### config.mk
export PLATFORM = sky130hd
export DESIGN_NAME = anc_tap_sequencer
export DESIGN_NICKNAME = d
export VERILOG_FILES = /design/src/rtl/anc_pkg.sv /design/src/rtl/anc_tap_counter.sv /design/src/rtl/anc_tap_sequencer.sv
export SDC_FILE = /design/constraint.sdc
export NUM_CORES = 1
export LEC_CHECK = 0
export CORE_AREA = 2 2 69 71
export DETAILED_ROUTE_END_ITERATION = 8
export DIE_AREA = 0 0 71 73
export GPL_TIMING_DRIVEN = 0
export PLACE_DENSITY = 0.73
export SLEW_MARGIN = 30
export SYNTH_ARGS = -nofsm -noshare
export SYNTH_HDL_FRONTEND = slang
export SYNTH_HIERARCHICAL = 1
export SYNTH_SLANG_ARGS = --single-unit
export TNS_END_PERCENT = 1
### constraint.sdc
create_clock -name Clk_100M -period 2.7 [get_ports Clk_100M]
set_input_delay 0.54 -clock Clk_100M [delete_from_list [all_inputs] [get_ports Clk_100M]]
set_output_delay 0.54 -clock Clk_100M [all_outputs]
set_load 0.02 [all_outputs]
### src/rtl/anc_pkg.sv
// Shared types, select codes and default geometry for the ANC tap sequencer.
package anc_pkg;

    localparam int unsigned NTAPS_DEF   = 63;
    localparam int unsigned WZ_BASE_DEF = 64;

    typedef enum logic [2:0] {
        S_IDLE,
        S_ERR,
        S_TAP,
        S_SWR,
        S_DONE
    } state_t;

    // RAM write-data select
    localparam logic [1:0] DIN_SHIFT  = 2'b00;
    localparam logic [1:0] DIN_WZ     = 2'b01;
    localparam logic [1:0] DIN_SAMPLE = 2'b10;

    // RAM access phase within one tap
    localparam logic [1:0] PH_SRD = 2'b00;
    localparam logic [1:0] PH_WRD = 2'b01;
    localparam logic [1:0] PH_SWR = 2'b10;
    localparam logic [1:0] PH_WWR = 2'b11;

endpackage

### src/rtl/anc_tap_counter.sv
// Tap index / phase down-counter; exposes the next values so the owner can register outputs decoded from them.
module anc_tap_counter #(
    parameter int unsigned NTAPS  = 63,
    parameter int unsigned ADDR_W = 8
) (
    input  logic              clk,
    input  logic              reset,
    input  logic              load,
    input  logic              step,
    output logic              last_tap_c,
    output logic              last_phase_c,
    output logic [ADDR_W-1:0] k_c,
    output logic [1:0]        p_c
);

    localparam logic [ADDR_W-1:0] K_TOP = ADDR_W'(NTAPS - 1);

    logic [ADDR_W-1:0] k;
    logic [1:0]        p;

    // Phase advances 0..3, then wraps and the tap index drops by one
    always_comb begin
        k_c = k;
        p_c = p;
        if (load) begin
            k_c = K_TOP;
            p_c = 2'd0;
        end else if (step) begin
            if (p == 2'd3) begin
                p_c = 2'd0;
                k_c = k - ADDR_W'(1);
            end else begin
                p_c = p + 2'd1;
            end
        end
    end

    always_ff @(posedge clk) begin
        if (reset) begin
            k <= K_TOP;
            p <= 2'd0;
        end else begin
            k <= k_c;
            p <= p_c;
        end
    end

    assign last_tap_c   = (k == '0);
    assign last_phase_c = (p == 2'd3);

endmodule

### src/rtl/anc_tap_sequencer.sv
// One LMS iteration per accepted noise sample over the shared single-port RAM.
// Optional feature: ANC_SEQ_PENDING_EN keeps one busy-time sample for the next iteration.
module anc_tap_sequencer
    import anc_pkg::*;
#(
    parameter int unsigned NTAPS   = NTAPS_DEF,
    parameter int unsigned ADDR_W  = 8,
    parameter int unsigned WZ_BASE = WZ_BASE_DEF,
    parameter int unsigned DATA_W  = 11
) (
    input  logic              Clk_100M,
    input  logic              Reset,
    input  logic              SampleValid,
    input  logic [DATA_W-1:0] SampleData,
    output logic [DATA_W-1:0] SampleReg,
    output logic              Busy,
    output logic              RamEn,
    output logic              RamWe,
    output logic [ADDR_W-1:0] RamAddr,
    output logic [1:0]        DinSel,
    output logic [1:0]        PhaseCode,
    output logic              SigBypass,
    output logic              AccClear,
    output logic              AccEn,
    output logic              ErrLatch,
    output logic              OutValid,
    output logic              Overrun
);

    localparam logic [ADDR_W-1:0] K_TOP = ADDR_W'(NTAPS - 1);
    localparam logic [ADDR_W-1:0] WZ    = ADDR_W'(WZ_BASE);

    state_t            state, state_n;
    logic              load, step, last_tap_c, last_phase_c;
    logic [ADDR_W-1:0] k_c;
    logic [1:0]        p_c;
    logic              busy_arrival;
    logic [DATA_W-1:0] sample_n;
    logic              overrun_n;
    logic              en_n, we_n, byp_n, clr_n, acc_n, err_n, ov_n;
    logic [ADDR_W-1:0] addr_n;
    logic [1:0]        din_n, ph_n;

`ifdef ANC_SEQ_PENDING_EN
    logic              pend_valid, pend_valid_n;
    logic [DATA_W-1:0] pend_data, pend_data_n;
`endif

    anc_tap_counter #(
        .NTAPS (NTAPS),
        .ADDR_W(ADDR_W)
    ) u_cnt (
        .clk         (Clk_100M),
        .reset       (Reset),
        .load        (load),
        .step        (step),
        .last_tap_c  (last_tap_c),
        .last_phase_c(last_phase_c),
        .k_c         (k_c),
        .p_c         (p_c)
    );

    assign busy_arrival = SampleValid && (state == S_ERR || state == S_TAP || state == S_SWR);

    // Next state, sample capture and overrun detection
    always_comb begin
        state_n   = state;
        load      = 1'b0;
        step      = 1'b0;
        sample_n  = SampleReg;
        overrun_n = 1'b0;
`ifdef ANC_SEQ_PENDING_EN
        pend_valid_n = pend_valid;
        pend_data_n  = pend_data;
`endif
        case (state)
            S_IDLE: begin
                if (SampleValid) begin
                    state_n  = S_ERR;
                    sample_n = SampleData;
                end
            end
            S_ERR: begin
                state_n = S_TAP;
                load    = 1'b1;
            end
            S_TAP: begin
                if (last_tap_c && last_phase_c) state_n = S_SWR;
                else                            step    = 1'b1;
            end
            S_SWR: state_n = S_DONE;
            S_DONE: begin
                state_n = S_IDLE;
                if (SampleValid) begin
                    state_n  = S_ERR;
                    sample_n = SampleData;
`ifdef ANC_SEQ_PENDING_EN
                    overrun_n    = pend_valid;
                    pend_valid_n = 1'b0;
                end else if (pend_valid) begin
                    state_n      = S_ERR;
                    sample_n     = pend_data;
                    pend_valid_n = 1'b0;
`endif
                end
            end
            default: state_n = S_IDLE;
        endcase

        if (busy_arrival) begin
`ifdef ANC_SEQ_PENDING_EN
            overrun_n    = pend_valid;
            pend_valid_n = 1'b1;
            pend_data_n  = SampleData;
`else
            overrun_n = 1'b1;
`endif
        end
    end

    // Output decode from the next state and next tap/phase
    always_comb begin
        en_n   = 1'b0;
        we_n   = 1'b0;
        addr_n = '0;
        din_n  = DIN_SHIFT;
        ph_n   = PH_SRD;
        byp_n  = 1'b0;
        clr_n  = 1'b0;
        acc_n  = 1'b0;
        err_n  = 1'b0;
        ov_n   = 1'b0;
        case (state_n)
            S_ERR: begin
                err_n = 1'b1;
                clr_n = 1'b1;
            end
            S_TAP: begin
                en_n  = 1'b1;
                ph_n  = p_c;
                byp_n = (k_c == '0);
                case (p_c)
                    PH_SRD: addr_n = k_c;
                    PH_WRD: addr_n = WZ + k_c;
                    PH_SWR: begin
                        addr_n = k_c + ADDR_W'(1);
                        // the oldest sample falls off the end of the delay line
                        we_n   = (k_c != K_TOP);
                    end
                    PH_WWR: begin
                        addr_n = WZ + k_c;
                        we_n   = 1'b1;
                        din_n  = DIN_WZ;
                        acc_n  = 1'b1;
                    end
                    default: addr_n = '0;
                endcase
            end
            S_SWR: begin
                en_n  = 1'b1;
                we_n  = 1'b1;
                din_n = DIN_SAMPLE;
            end
            S_DONE: ov_n = 1'b1;
            default: en_n = 1'b0;
        endcase
    end

    always_ff @(posedge Clk_100M) begin
        if (Reset) begin
            state     <= S_IDLE;
            SampleReg <= '0;
            Busy      <= 1'b0;
            RamEn     <= 1'b0;
            RamWe     <= 1'b0;
            RamAddr   <= '0;
            DinSel    <= DIN_SHIFT;
            PhaseCode <= PH_SRD;
            SigBypass <= 1'b0;
            AccClear  <= 1'b0;
            AccEn     <= 1'b0;
            ErrLatch  <= 1'b0;
            OutValid  <= 1'b0;
            Overrun   <= 1'b0;
`ifdef ANC_SEQ_PENDING_EN
            pend_valid <= 1'b0;
            pend_data  <= '0;
`endif
        end else begin
            state     <= state_n;
            SampleReg <= sample_n;
            Busy      <= (state_n != S_IDLE);
            RamEn     <= en_n;
            RamWe     <= we_n;
            RamAddr   <= addr_n;
            DinSel    <= din_n;
            PhaseCode <= ph_n;
            SigBypass <= byp_n;
            AccClear  <= clr_n;
            AccEn     <= acc_n;
            ErrLatch  <= err_n;
            OutValid  <= ov_n;
            Overrun   <= overrun_n;
`ifdef ANC_SEQ_PENDING_EN
            pend_valid <= pend_valid_n;
            pend_data  <= pend_data_n;
`endif
        end
    end

endmodule

==> impl_metrics.toml <==
[worst_setup_path]
crit_path_dat_ps = 2940
critPathCaptureType = "flip-flop"
crit_fanout = 5
start_to_end_type_of_the_worst_setup_path = "flip-flop to flip-flop"
worst-endpoint-required_ps = 2880
startpoint_type = "flip-flop"

[yosys]
combinational_family_with_the_most_area_after_synthesis = "simple AND/OR/NAND/NOR gates"
synth-seq-cells = 44
yosys_most_used_dff = "sky130_fd_sc_hd__dfxtp_1"
synth_area_per_cell_um2 = 8.694
synth-edff-count = 0
yosys.cell_count.top_type = "sky130_fd_sc_hd__dfxtp_1"
synth_warnings = 6
synth_xor_xnor_area_share_pct = 4.217
simple_gate_area_share_of_the_yosys_netlist_pct = 26.24
synthMuxAreaShare_pct = 2.142
synth.cell_area_um2 = 1869
synth_fa_ha_area_share_pct = 4.685
synth-compound-area-share_pct = 11.58
netlist_instances = 215
post_synth_num_cell_types = 39
synth_largest_area_cell = "sky130_fd_sc_hd__dfxtp_1"
seq_area_frac_synth_pct = 47.12
async_reset_ff_share_pct = 0
synth_top_cells_by_area = "sky130_fd_sc_hd__dfxtp_1, sky130_fd_sc_hd__nand2_1, sky130_fd_sc_hd__nor2_1"
synth_top_cell_area_share_pct = 47.12
yosys-top-cells-count = "sky130_fd_sc_hd__dfxtp_1, sky130_fd_sc_hd__nand2_1, sky130_fd_sc_hd__nor2_1, sky130_fd_sc_hd__a21oi_1, sky130_fd_sc_hd__inv_1"
synth.net_count = 236

[flow_run]
max_cap_viols = 0

[clock_tree]
clk_root_buffer_cell = "sky130_fd_sc_hd__clkbuf_8"
cts_max_path_buffers = 2
cts_tree = "built"
h-tree-depth = 2
worst_setup_hold_path_clk_slew_ps = 80
clk-insertion-delay-late_ps = 290
numCtsBuffers = 5
numClockSinks = 44

[floorplanning]
start_util_pct = 41.21
core_area_um2 = 4536
die_w_um = 71
io_pins = 46
die-area_um2 = 5183
die_h_um = 73
placement_rows = 25

[timing]
layout_worst_path_cycle_share_pct = 102.3
slew-limit-headroom_pct = 56.33
final-max-slew-violation-count = 0
grt_setup_unrepaired = "true"
timing.clock.skew_ps = 6.795
final-setup-viol-count = 1
worst-slew-pin-transition_ps = 655.1
timing.final.ws_setup_ps = -62.64
final.hold.worst_slack_ps = 455.7
final-hold-violation-count = 0
layout_min_cycle_time_ps = 2763
setup-tns-final_ps = -62.64
max_freq_ghz = 0.3620

[final_layout]
antennaDiodeCount = 0
layout-area-overhead-vs-synth_pct = 48.80
final_net_count = 305
finalNonFillerCells = 339
layout-drive-gt1-share_pct = 21.05
final_cell_area_um2 = 2781
fillers = 361

[global_routing]
grt_pass1_vias = 1583
wire_length_of_the_first_global_routing_pass_um = 7300
number_of_antenna_violations_at_the_first_check_in_global_routing = 0
grtUsageTotal_pct = 17.65
maximum_number_of_pins_on_one_net_before_global_route_repair = 14
grt_overflow_total = 0

[drt]
remaining_drc_errors = 0
first_pass_iters = 4
wl_per_cell_um = 12.93
route.detailed.vias_per_inst = 5.115
drt_iter0_markers = 111
routed_wl_um = 4382
dr_total_vias = 1734
drt.antenna.violating_nets = 0

[run_status]
result_of_the_run = "finished, violations left"
violations = "negative setup slack"

[pwr]
powerDensity_nw_per_um2 = 493.8
vdd_ir_drop_max_uv = 193.0
power.leakage_nw = 1.069

[place]
dp_hpwl_um = 2825
gp_routability_congestion = 0.7968
placed_instances = 314
port-buffer-count = 45
placedInstanceArea_um2 = 2399

[hold_path]
hold_path_class = "flip-flop to flip-flop"
-- area by class of cell --
cell class              count  area [µm²]  area share [%]
multi-input cells         154        1065           38.28
well taps                  54       67.56           2.429
inverters                   9       36.28           1.305
clock inverters             2       35.03           1.260
flip-flops and latches     44       887.1           31.89
clock buffers               6       72.57           2.609
plain buffers               9       43.79           1.574
repair buffers             61       574.3           20.65
-- worst max-delay path, cell delays in order (launching register included) --
cell and delay (ps):
sky130_fd_sc_hd__dfxtp_2 370, sky130_fd_sc_hd__inv_4 60, sky130_fd_sc_hd__ha_2 180, sky130_fd_sc_hd__nor4b_4 130
sky130_fd_sc_hd__a21o_1 210, sky130_fd_sc_hd__nor2_4 240, sky130_fd_sc_hd__nand3_4 150, sky130_fd_sc_hd__or4_4 530
sky130_fd_sc_hd__a21oi_4 190, sky130_fd_sc_hd__inv_1 60, sky130_fd_sc_hd__ha_1 280, sky130_fd_sc_hd__a22oi_2 170
sky130_fd_sc_hd__a21oi_2 70
-- report_power, final --
part	switching [mW]	internal, mW	leakage (nW)
Combinational	0.107	0.0934	0.656
Clock	0.211	0.275	0.0552
Sequential	0.0128	0.674	0.358
Total	0.331	1.04	1.07
-- state kept, by name, indices dropped and copies added (netlist names) --
signal     cells
PhaseCode      2
u_cnt/k        8
ErrLatch       1
SampleReg     11
Busy           1
RamAddr        8
SigBypass      1
u_cnt/p        2
DinSel         2
AccEn          1
OutValid       1
RamWe          1
RamEn          1
Overrun        1
state          3
-- repair_timing --
item,4_1_cts,5_1_grt
hold endpoints to repair,0,0
hold buffers,0,0
cloned,1,0
pin swaps,17,8
endpoints found under the setup margin,10,10
setup buffers,16,0
gates resized for setup,27,12
-- metrics by stage --
stage	total power [mW]	util, %	setup WS [ps]
floorplan	0.8046	-	-17.93
global placement	0.8882	52.88	-448.8
detailed placement	0.8907	52.88	-448.1
CTS	1.383	60.41	4.134
global route	1.433	61.32	-198.5
finish	1.373	61.32	-62.64
-- path summary, 6_finish.rpt --
path | depth (start not counted) | slack (ps) | end | startpoint
hold reg to reg | 2 | 460 | SampleReg[6] | SampleReg[6]
setup / recovery | 12 | -60 | RamAddr[7] | u_cnt/k[0]
hold / removal | 2 | 460 | SampleReg[6] | SampleReg[6]
setup reg to reg | 12 | -60 | RamAddr[7] | u_cnt/k[0]
-- cells in the final DEF (no fill, tap or decap), types with 3 or more instances in the layout --
| cell | Yosys | layout |
|---|---|---|
| sky130_fd_sc_hd__a211o_1 | 3 | 3 |
| sky130_fd_sc_hd__mux2i_1 | 4 | 3 |
| sky130_fd_sc_hd__a21oi_2 | 1 | 3 |
| sky130_fd_sc_hd__nor3_1 | 6 | 5 |
| sky130_fd_sc_hd__nand2b_1 | 4 | 4 |
| sky130_fd_sc_hd__nand4_1 | 4 | 4 |
| sky130_fd_sc_hd__and3_1 | 5 | 5 |
| sky130_fd_sc_hd__clkbuf_1 | 5 | 6 |
| sky130_fd_sc_hd__inv_1 | 9 | 8 |
| sky130_fd_sc_hd__and2_1 | 3 | 3 |
| sky130_fd_sc_hd__or3_1 | 4 | 3 |
| sky130_fd_sc_hd__buf_4 | 1 | 17 |
| sky130_fd_sc_hd__nand2_1 | 29 | 28 |
| sky130_fd_sc_hd__a21oi_1 | 16 | 13 |
| sky130_fd_sc_hd__dfxtp_1 | 44 | 41 |
| sky130_fd_sc_hd__clkbuf_8 | 0 | 5 |
| sky130_fd_sc_hd__o31ai_1 | 4 | 3 |
| sky130_fd_sc_hd__xor2_1 | 5 | 5 |
| sky130_fd_sc_hd__nor2_1 | 25 | 21 |
| sky130_fd_sc_hd__ha_1 | 7 | 4 |
| sky130_fd_sc_hd__ha_2 | 0 | 3 |
| sky130_fd_sc_hd__clkdlybuf4s50_1 | 0 | 45 |
| sky130_fd_sc_hd__nand3_1 | 5 | 4 |
| sky130_fd_sc_hd__or4_4 | 1 | 3 |
-- metal layers --
metal | vias to the layer above | part of all wire [%] | track usage (%) | wire length (µm)
met1 | 791 | 44 | 22.03 | 1922
met3 | 10 | 5.2 | 4.558 | 230
met5 | - | 0 | 0 | 0
li1 | 880 | - | - | -
met2 | 53 | 49 | 29.60 | 2156
met4 | 0 | 1.6 | 6.289 | 72
-- logic make-up (layout without fill, tap and decap cells) --
group,after synthesis,count (layout)
flops,44,44
mux,4,4
compound gates,34,34
fa+ha+maj,7,7
simple gates,99,100
buf+inv,18,87
xor+xnor,9,9
(Power assumes the default switching activity.)
==> patch, RTL diff (same settings) <==
Encoding of `state_t`: now one-hot (5 bits for 5 states).
--- a/src/rtl/anc_pkg.sv
+++ b/src/rtl/anc_pkg.sv
@@ -4,12 +4,12 @@
     localparam int unsigned NTAPS_DEF   = 63;
     localparam int unsigned WZ_BASE_DEF = 64;
 
-    typedef enum logic [2:0] {
-        S_IDLE,
-        S_ERR,
-        S_TAP,
-        S_SWR,
-        S_DONE
+    typedef enum logic [4:0] {
+        S_IDLE = 5'b00001,
+        S_ERR  = 5'b00010,
+        S_TAP  = 5'b00100,
+        S_SWR  = 5'b01000,
+        S_DONE = 5'b10000
     } state_t;
 
     // RAM write-data select
Check against the original RTL: no difference found for any inputs over 10 cycles, from zero or initial values and one cycle with Reset high; not proved beyond that.
==> patch against the unedited design <==
Sequential cell count rose by 2; power is 0.70% lower; setup slack better by 0.081 ns; critical path depth is 1 lower; design area is 10% higher; via count fell by 0.63%; wire length is 10% higher; area after synthesis grew 5.1%; die area stayed put; synthesized cell count is 5.1% lower.
==> patch: results (changes against the unedited design) <==
| Metric | Value |
|---|---|
| DRT iter0 DRCs | `99 (-11%)` |
| Vias in the first global route | `1577 (-0.38%)` |
| Layout cells sized above 1 | `0.306 (+0.0955)` |
| Wire per inst | `14.4 µm (+12%)` |
| Clock Root Buffer | `clkbuf_8` |
| Met3 WL | `251 µm (+9.1%)` |
| Internal | `1.04 mW (+0.14%)` |
| GP Congestion | `0.814 (+2.1%)` |
| First-pass GRT wire length | `7.18 mm (-1.7%)` |
| Register area share after synthesis | `0.469 (-0.00243)` |
| Multiplexer share of the synthesized area | `0.0764 (+0.0550)` |
| Fill cells | `352 (-2.5%)` |
| R2R cell count | `11 (-1)` |
| Wire length on met2 | `2.48 mm (+15%)` |
| Wl on met1 | `2.03 mm (+5.7%)` |
| Clock skew | `0.00176 ns (-0.00504 ns)` |
| GRT Util Overall | `0.175 (-0.00101)` |
| Worst skew pair latency | `0.30 ns` |
| Status | `complete, no violations` |
| Pre-Repair DR Iteration Count | `5 (+1)` |
| Commonest cells post-synth | `dfxtp_1 (46), nor2_1 (29), mux2i_1 (15)` |
| XOR/XNOR Fraction of Synth Area | `0.0535 (+0.0113)` |
| Hold endpoint | `SampleReg[3]$_SDFFE_PP0P_` |
| Final nets | `301 (-1.3%)` |
| Leak | `1.20 nW (+13%)` |
| Dpl ws | `-0.350 ns (+0.0977 ns)` |
| Synth area leaders | `dfxtp_1 (47%), mux2i_1 (7.6%), nor2_1 (5.5%)` |
| VDD IR max | `0.000344 V (+78%)` |
| Hpwl dp | `2.82 mm (-0.34%)` |
| Crit path DAT | `2.88 ns (-0.06 ns)` |
| Largest net degree at the start of global routing | `16 (+2)` |
| Syn nets | `225 (-4.7%)` |
| Compound-cell area share of the yosys netlist | `0.0631 (-0.0527)` |
| Synth cell types | `41 (+5.1%)` |
| Post-Synth Adder-Cell Area | `0.0446 (-0.00227)` |
| DR vias/cell | `5.14 (+0.55%)` |
| Worst R2R Setup Slack | `0.02 ns (+0.08 ns)` |
| Min-delay src | `SampleReg[3]$_SDFFE_PP0P_` |
-- patch: worst max-delay path: stages (launching register included) --
cell	delay (ns)
dfxtp_1	0.35
inv_1	0.10
ha_1	0.21
nor4b_4	0.14
a21oi_4	0.30
nand2_4	0.12
nor4_4	0.36
mux2i_2	0.29
and4_4	0.29
nand3_4	0.07
xnor2_2	0.13
o211a_1	0.20
-- patch: routing by layer --
metal / up-vias / GRT usage
li1: 857 / -
met1: 811 / 0.211
met2: 46 / 0.306
met3: 9 / 0.0456
met4: 0 / 0.0566
met5: - / 0
-- patch: per-stage QoR --
| stage | TNS, ns | utilization | hold WS, ns | instance area (µm²) | cells |
|---|---|---|---|---|---|
| after floorplan | 0 | - | 0.465 | 1980 | 204 |
| after global placement | -2.09 | 0.550 | 0.475 | 2490 | 303 |
| after detailed placement | -2.19 | 0.550 | 0.485 | 2490 | 303 |
| after CTS | 0 | 0.610 | 0.506 | 2770 | 322 |
| after global routing | -0.249 | 0.675 | 0.530 | 3060 | 335 |
| final | 0 | 0.675 | 0.499 | 3060 | 335 |
-- patch: repair_timing --
action	4_1_cts	5_1_grt
hold endpoints to repair	0	0
pin swaps	7	19
hold buffers	0	0
buffers inserted	11	13
setup endpoints to repair	10	10
resized for setup	17	45
cloned	0	1
-- patch: power groups by stage --
stage	clock [mW]	combinational, mW	sequential, mW
floorplan	0	0.0520	0.739
global placement	0	0.132	0.720
detailed placement	0	0.133	0.720
CTS	0.530	0.135	0.704
global route	0.565	0.148	0.706
finish	0.524	0.137	0.704
-- patch: worst max path at each step --
stage | cells past startpoint | end | slack (ns)
floorplan | 10 | RamAddr[7]$_SDFF_PP0_ | 0.001
global route | 11 | RamAddr[7]$_SDFF_PP0_ | -0.06
CTS | 11 | RamAddr[7]$_SDFF_PP0_ | 0.001
finish | 11 | RamAddr[7]$_SDFF_PP0_ | 0.02
detailed placement | 10 | RamAddr[7]$_SDFF_PP0_ | -0.35
global placement | 10 | RamAddr[7]$_SDFF_PP0_ | -0.34
-- patch: logic make-up after synthesis --
family	Yosys count
xor gates and xnor gates	12
muxes	15
and+or+nand+nor	87
buffers and inverters	19
adders and majority gates	7
DFF	46
AOI/OAI and AO/OA	18
-- patch: area by class of cell --
type                       count  share of cell area
multi-input combinational    140               0.393
clock inverter                 3              0.0143
sequential                    46               0.304
timing repair buffer          69               0.211
tap                           54              0.0221
buffer                         9              0.0213
inverter                       9              0.0127
clock buffer                   5              0.0225
